<file path="src/rtl/siren_generator.sv">
// siren_generator: multi-mode alarm sounder (steady, two-tone, sweep, pulsed); optional auto-mute via SIREN_AUTO_MUTE_EN
module siren_generator #(
  parameter int DIV_W      = 16,
  parameter int DIV_MIN    = 8192,
  parameter int DIV_MAX    = 16320,
  parameter int STEP       = 64,
  parameter int STEP_TICKS = 32768,
  parameter int BEEP_TICKS = 4194304,
  parameter int MUTE_TICKS = 2**28 - 1,
  parameter bit IDLE_LEVEL = 1'b1
) (
  input  logic       clk,
  input  logic       rst,
  input  logic       enable,
  input  logic [1:0] mode,
  output logic       speaker,
  output logic       active,
  output logic       muted
);
  localparam int TMAX = STEP_TICKS > BEEP_TICKS ? STEP_TICKS : BEEP_TICKS;
  localparam int TW = TMAX > 1 ? $clog2(TMAX) : 1;
  localparam logic [DIV_W-1:0] DMIN = DIV_W'(DIV_MIN);
  localparam logic [DIV_W-1:0] DMAX = DIV_W'(DIV_MAX);
  localparam logic [DIV_W:0] STEP_W = (DIV_W + 1)'(STEP);
  localparam logic [TW-1:0] STEP_END = TW'(STEP_TICKS - 1);
  localparam logic [TW-1:0] BEEP_END = TW'(BEEP_TICKS - 1);

  if (DIV_MIN < 2 || DIV_MIN > DIV_MAX || DIV_MAX >= 2**DIV_W || STEP < 1 || MUTE_TICKS < 1) begin : g_bad_params
    $error("siren_generator: illegal parameter set");
  end

  logic [1:0] mode_q;
  logic en_q, phase, up;
  logic [TW-1:0] ptimer, timer_n;
  logic [DIV_W-1:0] cur_div, div_n, tcnt;
  logic [DIV_W:0] sum, diff;
  logic restart, evt, hi, lo, phase_n, up_n, tstart, silent, mute_n;

  // next pattern state: restart, timer events, two-tone swap and clamped sweep
  always_comb begin
    restart = enable && (!en_q || mode_q != mode);
    evt = ptimer == (mode == 2'b10 ? STEP_END : BEEP_END);
    sum = {1'b0, cur_div} + STEP_W;
    diff = {1'b0, cur_div} - STEP_W;
    hi = sum > {1'b0, DMAX};
    lo = diff[DIV_W] || diff < {1'b0, DMIN};
    timer_n = ptimer;
    phase_n = phase;
    up_n = up;
    div_n = cur_div;
    if (restart) begin
      timer_n = '0;
      phase_n = 1'b0;
      up_n = 1'b0;
      div_n = mode == 2'b10 ? DMAX : DMIN;
    end else if (enable) begin
      timer_n = evt ? '0 : ptimer + TW'(1);
      if (evt) begin
        phase_n = !phase;
        if (mode == 2'b01) div_n = phase ? DMIN : DMAX;
        if (mode == 2'b10) begin
          div_n = up ? (hi ? DMAX : sum[DIV_W-1:0]) : (lo ? DMIN : diff[DIV_W-1:0]);
          up_n = up ? !hi : lo;
        end
      end
    end
    tstart = enable && !restart && evt && mode == 2'b11 && phase;
    silent = !enable || mute_n || (mode == 2'b11 && phase_n);
  end

`ifdef SIREN_AUTO_MUTE_EN
  localparam int MW = $clog2(MUTE_TICKS + 1);
  logic [MW-1:0] mcnt;
  assign mute_n = enable && mcnt >= MW'(MUTE_TICKS - 1);
  // consecutive-enable counter saturating at the timeout; any low enable clears it
  always_ff @(posedge clk) begin
    if (rst || !enable) begin
      mcnt <= '0;
      muted <= 1'b0;
    end else begin
      if (mcnt != MW'(MUTE_TICKS)) mcnt <= mcnt + MW'(1);
      muted <= mute_n;
    end
  end
`else
  assign mute_n = 1'b0;
  assign muted = 1'b0;
`endif

  // pattern registers and tone core; reloads use the divider in force before this edge
  always_ff @(posedge clk) begin
    if (rst) begin
      mode_q <= 2'b00;
      en_q <= 1'b0;
      ptimer <= '0;
      phase <= 1'b0;
      up <= 1'b0;
      cur_div <= DMAX;
      tcnt <= '0;
      speaker <= IDLE_LEVEL;
      active <= 1'b0;
    end else begin
      mode_q <= mode;
      en_q <= enable;
      ptimer <= timer_n;
      phase <= phase_n;
      up <= up_n;
      cur_div <= div_n;
      active <= enable && !mute_n;
      if (silent || restart || tstart) begin
        tcnt <= div_n - DIV_W'(1);
        speaker <= IDLE_LEVEL;
      end else if (tcnt == '0) begin
        tcnt <= cur_div - DIV_W'(1);
        speaker <= !speaker;
      end else begin
        tcnt <= tcnt - DIV_W'(1);
      end
    end
  end
endmodule

</file>
<file path="config.mk">
export PLATFORM = sky130hd
export DESIGN_NAME = siren_generator
export DESIGN_NICKNAME = d
export VERILOG_FILES = /design/src/rtl/siren_generator.sv
export SDC_FILE = /design/constraint.sdc
export NUM_CORES = 1
export LEC_CHECK = 0
export CAP_MARGIN = 20
export CELL_PAD_IN_SITES_DETAIL_PLACEMENT = 0
export CELL_PAD_IN_SITES_GLOBAL_PLACEMENT = 2
export CORE_MARGIN = 2
export CORE_UTILIZATION = 38
export CTS_BUF_LIST = sky130_fd_sc_hd__clkbuf_4 sky130_fd_sc_hd__clkbuf_8 sky130_fd_sc_hd__clkbuf_16
export CTS_CLUSTER_SIZE = 10
export DETAILED_ROUTE_END_ITERATION = 12
export GPL_TIMING_DRIVEN = 0
export PLACE_DENSITY_LB_ADDON = 0.1
export SETUP_SLACK_MARGIN = 0.2
export SYNTH_ARGS = -nofsm -noshare
export SYNTH_HDL_FRONTEND = slang
export SYNTH_SLANG_ARGS = --single-unit
export TNS_END_PERCENT = 5
</file>
<file path="constraint.sdc">
create_clock -name clk -period 5.43 [get_ports clk]
set_clock_uncertainty 0.15 [all_clocks]
set_input_delay 1.086 -clock clk [delete_from_list [all_inputs] [get_ports clk]]
set_output_delay 1.086 -clock clk [all_outputs]
set_load 0.03 [all_outputs]
</file>
==> results.json <==
{
  "period_minus_slack_ps": 4952,
  "h-tree-depth": 3,
  "layout.cells.non_filler": 645,
  "worstPathArrival_ps": 5080,
  "drc_errors": 0,
  "hold_buffers": 0,
  "drv_cap": 0,
  "finalCritPeriodShare_pct": 91.20,
  "rsz0062_at_grt": "true",
  "busiest_layer": "met2",
  "cp_slowest_stage_delay_ps": 480,
  "grtUsageMet1_pct": 30.43,
  "r2r_start": "ptimer[0]",
  "ant_nets": 0,
  "yosys_warnings": 0,
  "chipHeight_um": 104.0,
  "portBuffers": 5,
  "cp_slowest_cell": "clkdlybuf4s50_1",
  "clock_path_buffers": 2,
  "synth_top_area_cell": "dfxtp_1",
  "routed_wl_um": 11090,
  "synthDominantCellAreaShare_pct": 31.63,
  "drive_gt1_share_pct": 7.813,
  "ir_drop_uv": 105.1,
  "routabilityCongestion": 0.9012,
  "crit_start": "mode[0]",
  "drtPass1Iterations": 5,
  "powerDensity_mw_per_mm2": 251.1,
  "synthToLayoutAreaGrowth_pct": 11.24,
  "cts_root_buf": "clkbuf_8",
  "grt_max_degree": 13,
  "dpl.cell_count": 629,
  "nets": 517,
  "report.final.slew_viol_count": 0,
  "synth_cell_types": 74,
  "viasPerCell": 5.678,
  "cts_made_buffers": 9,
  "slew_headroom_pct": 37.57,
  "clock.fmax_ghz": 0.2019,
  "start_util_pct": 39.03,
  "critPathRequiredTime_ps": 5560,
  "dp_hpwl_um": 8218,
  "crit_top_cell": "buf_2",
  "grt_first_pass_wirelength_um": 18310,
  "grtUsageTotal_pct": 21.19,
  "crit_family": "simple AND/OR/NAND/NOR gates",
  "wl_per_cell_um": 17.20,
  "grt_pass1_vias": 3407,
  "vias": 3662,
  "async_flop_share_pct": 0,
  "endpoint_kind": "flip-flop",
  "yosysSeqAreaShare_pct": 31.63,
  "crit_fanout": 8,
  "critPathKind": "input port to flip-flop",
  "final_cell_mix": "nor2_1, dfxtp_1, nand2_1",
  "core_area_mm2": 0.009729,
  "rrSetupSlack_ps": 1020,
  "setup_viol": 0,
  "ys_seq_elements": 60,
  "gr-total-overflow": 0,
  "syn_nets": 501,
  "yosys_most_used_dff": "dfxtp_1",
  "antenna_found_initial": 0,
  "met3_usage_pct": 3.133,
  "worstMarginPinSlew_ps": 932.0,
  "hp-start": "cur_div[3]",
  "fp.dieArea_mm2": 0.01081,
  "p_leak_nw": 1.510,
  "status": "complete, no violations",
  "hp-class": "flip-flop to flip-flop",
  "setup.worst_path.start_class": "input port",
  "num_antenna_cells": 0,
  "avgSynthCellArea_um2": 7.734,
  "insertion_delay_ps": 350,
  "path_buf_inv": 3,
  "dr.first_iter.drc_count": 176,
  "holdWs_ps": 361.9,
  "final_util_pct": 43.42,
  "syn-instance-count": 491,
  "post-cts-setup-buffers": 0,
  "placementRows": 36,
  "cts_tree": "yes",
  "io_pins": 8,
  "synth_area_leaders": "dfxtp_1, nor2_1, xnor2_1, nand2_1, xor2_1",
  "use_met2_pct": 31.34,
  "synth_edf_count": 0,
  "die_w_um": 104.0,
  "cts.sinks": 60,
  "clkTransAtPathRegs_ps": 80,
  "crit_chain": "clkdlybuf4s50_1 > nand3_1 > or3_4 > nor4_4 > or2_1 > buf_2 > o21ai_1 > a22oi_1 > ha_1 > o21ai_0 > a2111o_1 > or3b_1 > buf_2 > or3_1 > a21oi_1",
  "final_common_cell": "nor2_1",
  "finalHoldViolations": 0,
  "netlist_area_mm2": 0.003797
}
registers in the layout, summed over array words and instances, names as in the netlist:
name	flops
tcnt	16
speaker	1
en_q	1
cur_div	16
ptimer	22
phase	1
mode_q	2
up	1
report_power, final:
part / internal [W] / switching, W / leakage, nW
Sequential: 0.000456 / 0.0000125 / 0.491
Combinational: 0.0000628 / 0.000112 / 0.923
Clock: 0.000214 / 0.000203 / 0.0958
logic make-up after synthesis:
kind of cell               Yosys count  synth area share, %
and+or+nand+nor                    219                29.92
AOI/OAI and AO/OA                  123                22.14
DFF                                 60                31.63
xor gates and xnor gates            44                10.15
buffers and inverters               38                4.151
adders and majority gates            5                1.647
other                                1              0.09875
muxes                                1               0.2636
through the flow:
step / power [W] / area, µm² / worst slack [ps] / TNS, ps
floorplan: 0.0006038 / 3797 / 873.9 / 0
global placement: 0.0006508 / 4014 / -37.58 / -37.58
detailed placement: 0.0006500 / 4014 / -68.85 / -68.85
CTS: 0.001070 / 4214 / 297.4 / 0
global route: 0.001115 / 4224 / 167.4 / 0
finish: 0.001061 / 4224 / 478.0 / 0
synthesized netlist by cell type, types with 2 or more instances:
master      n
nand2b_1    6
or3_1       3
or2_2       3
a22oi_1     6
a211oi_1    5
and3_1      9
clkbuf_1   16
nor3_1     12
xnor2_1    27
o2111ai_1   2
o21bai_1    2
ha_1        5
a21o_1      3
o21ai_1     4
o21ai_0    19
dfxtp_1    60
nor3b_1     3
a31oi_1     6
a221o_1     2
buf_4       2
nand3_1    17
and2_1     10
buf_2       5
buf_1       3
and4b_1     2
nand2_1    47
or4_1       2
nor2_1     64
nor2b_1     4
a22o_1      3
and4_1      5
a21oi_1    29
o2bb2ai_1   2
o221ai_1    2
o22ai_1     4
nand3b_1    3
xor2_1     17
nand4_1     9
o31ai_1    10
o21a_1      5
inv_1      11
nor4_1     10
final cells by class:
| type | count | area (µm²) |
|---|---|---|
| plain buffers | 27 | 116.4 |
| clock buffers | 9 | 123.9 |
| clock inverters | 7 | 76.32 |
| fillers | 1044 | 5505 |
| inverters | 11 | 41.29 |
| multi-input cells | 393 | 2449 |
| flip-flops and latches | 60 | 1201 |
| well taps | 133 | 166.4 |
| repair buffers | 5 | 50.05 |
per-layer routing:
metal  vias up  share of wire [%]
met3        20                4.2
met2        96                 43
met4         0                1.9
met5         -                  0
li1       1813                  -
met1      1733                 50
repair_timing:
action,4_1_cts,5_1_grt
setup endpoints to repair,0,5
hold endpoints to repair,0,0
resized for setup,0,2
path summary, 6_finish.rpt:
| kind | depth (start not counted) | to |
|---|---|---|
| worst max-delay path | 15 | tcnt[14] |
| worst min-delay path | 1 | cur_div[3] |
| worst max register to register | 14 | tcnt[14] |
| worst min register to register | 1 | cur_div[3] |
(Power assumes the default switching activity.)
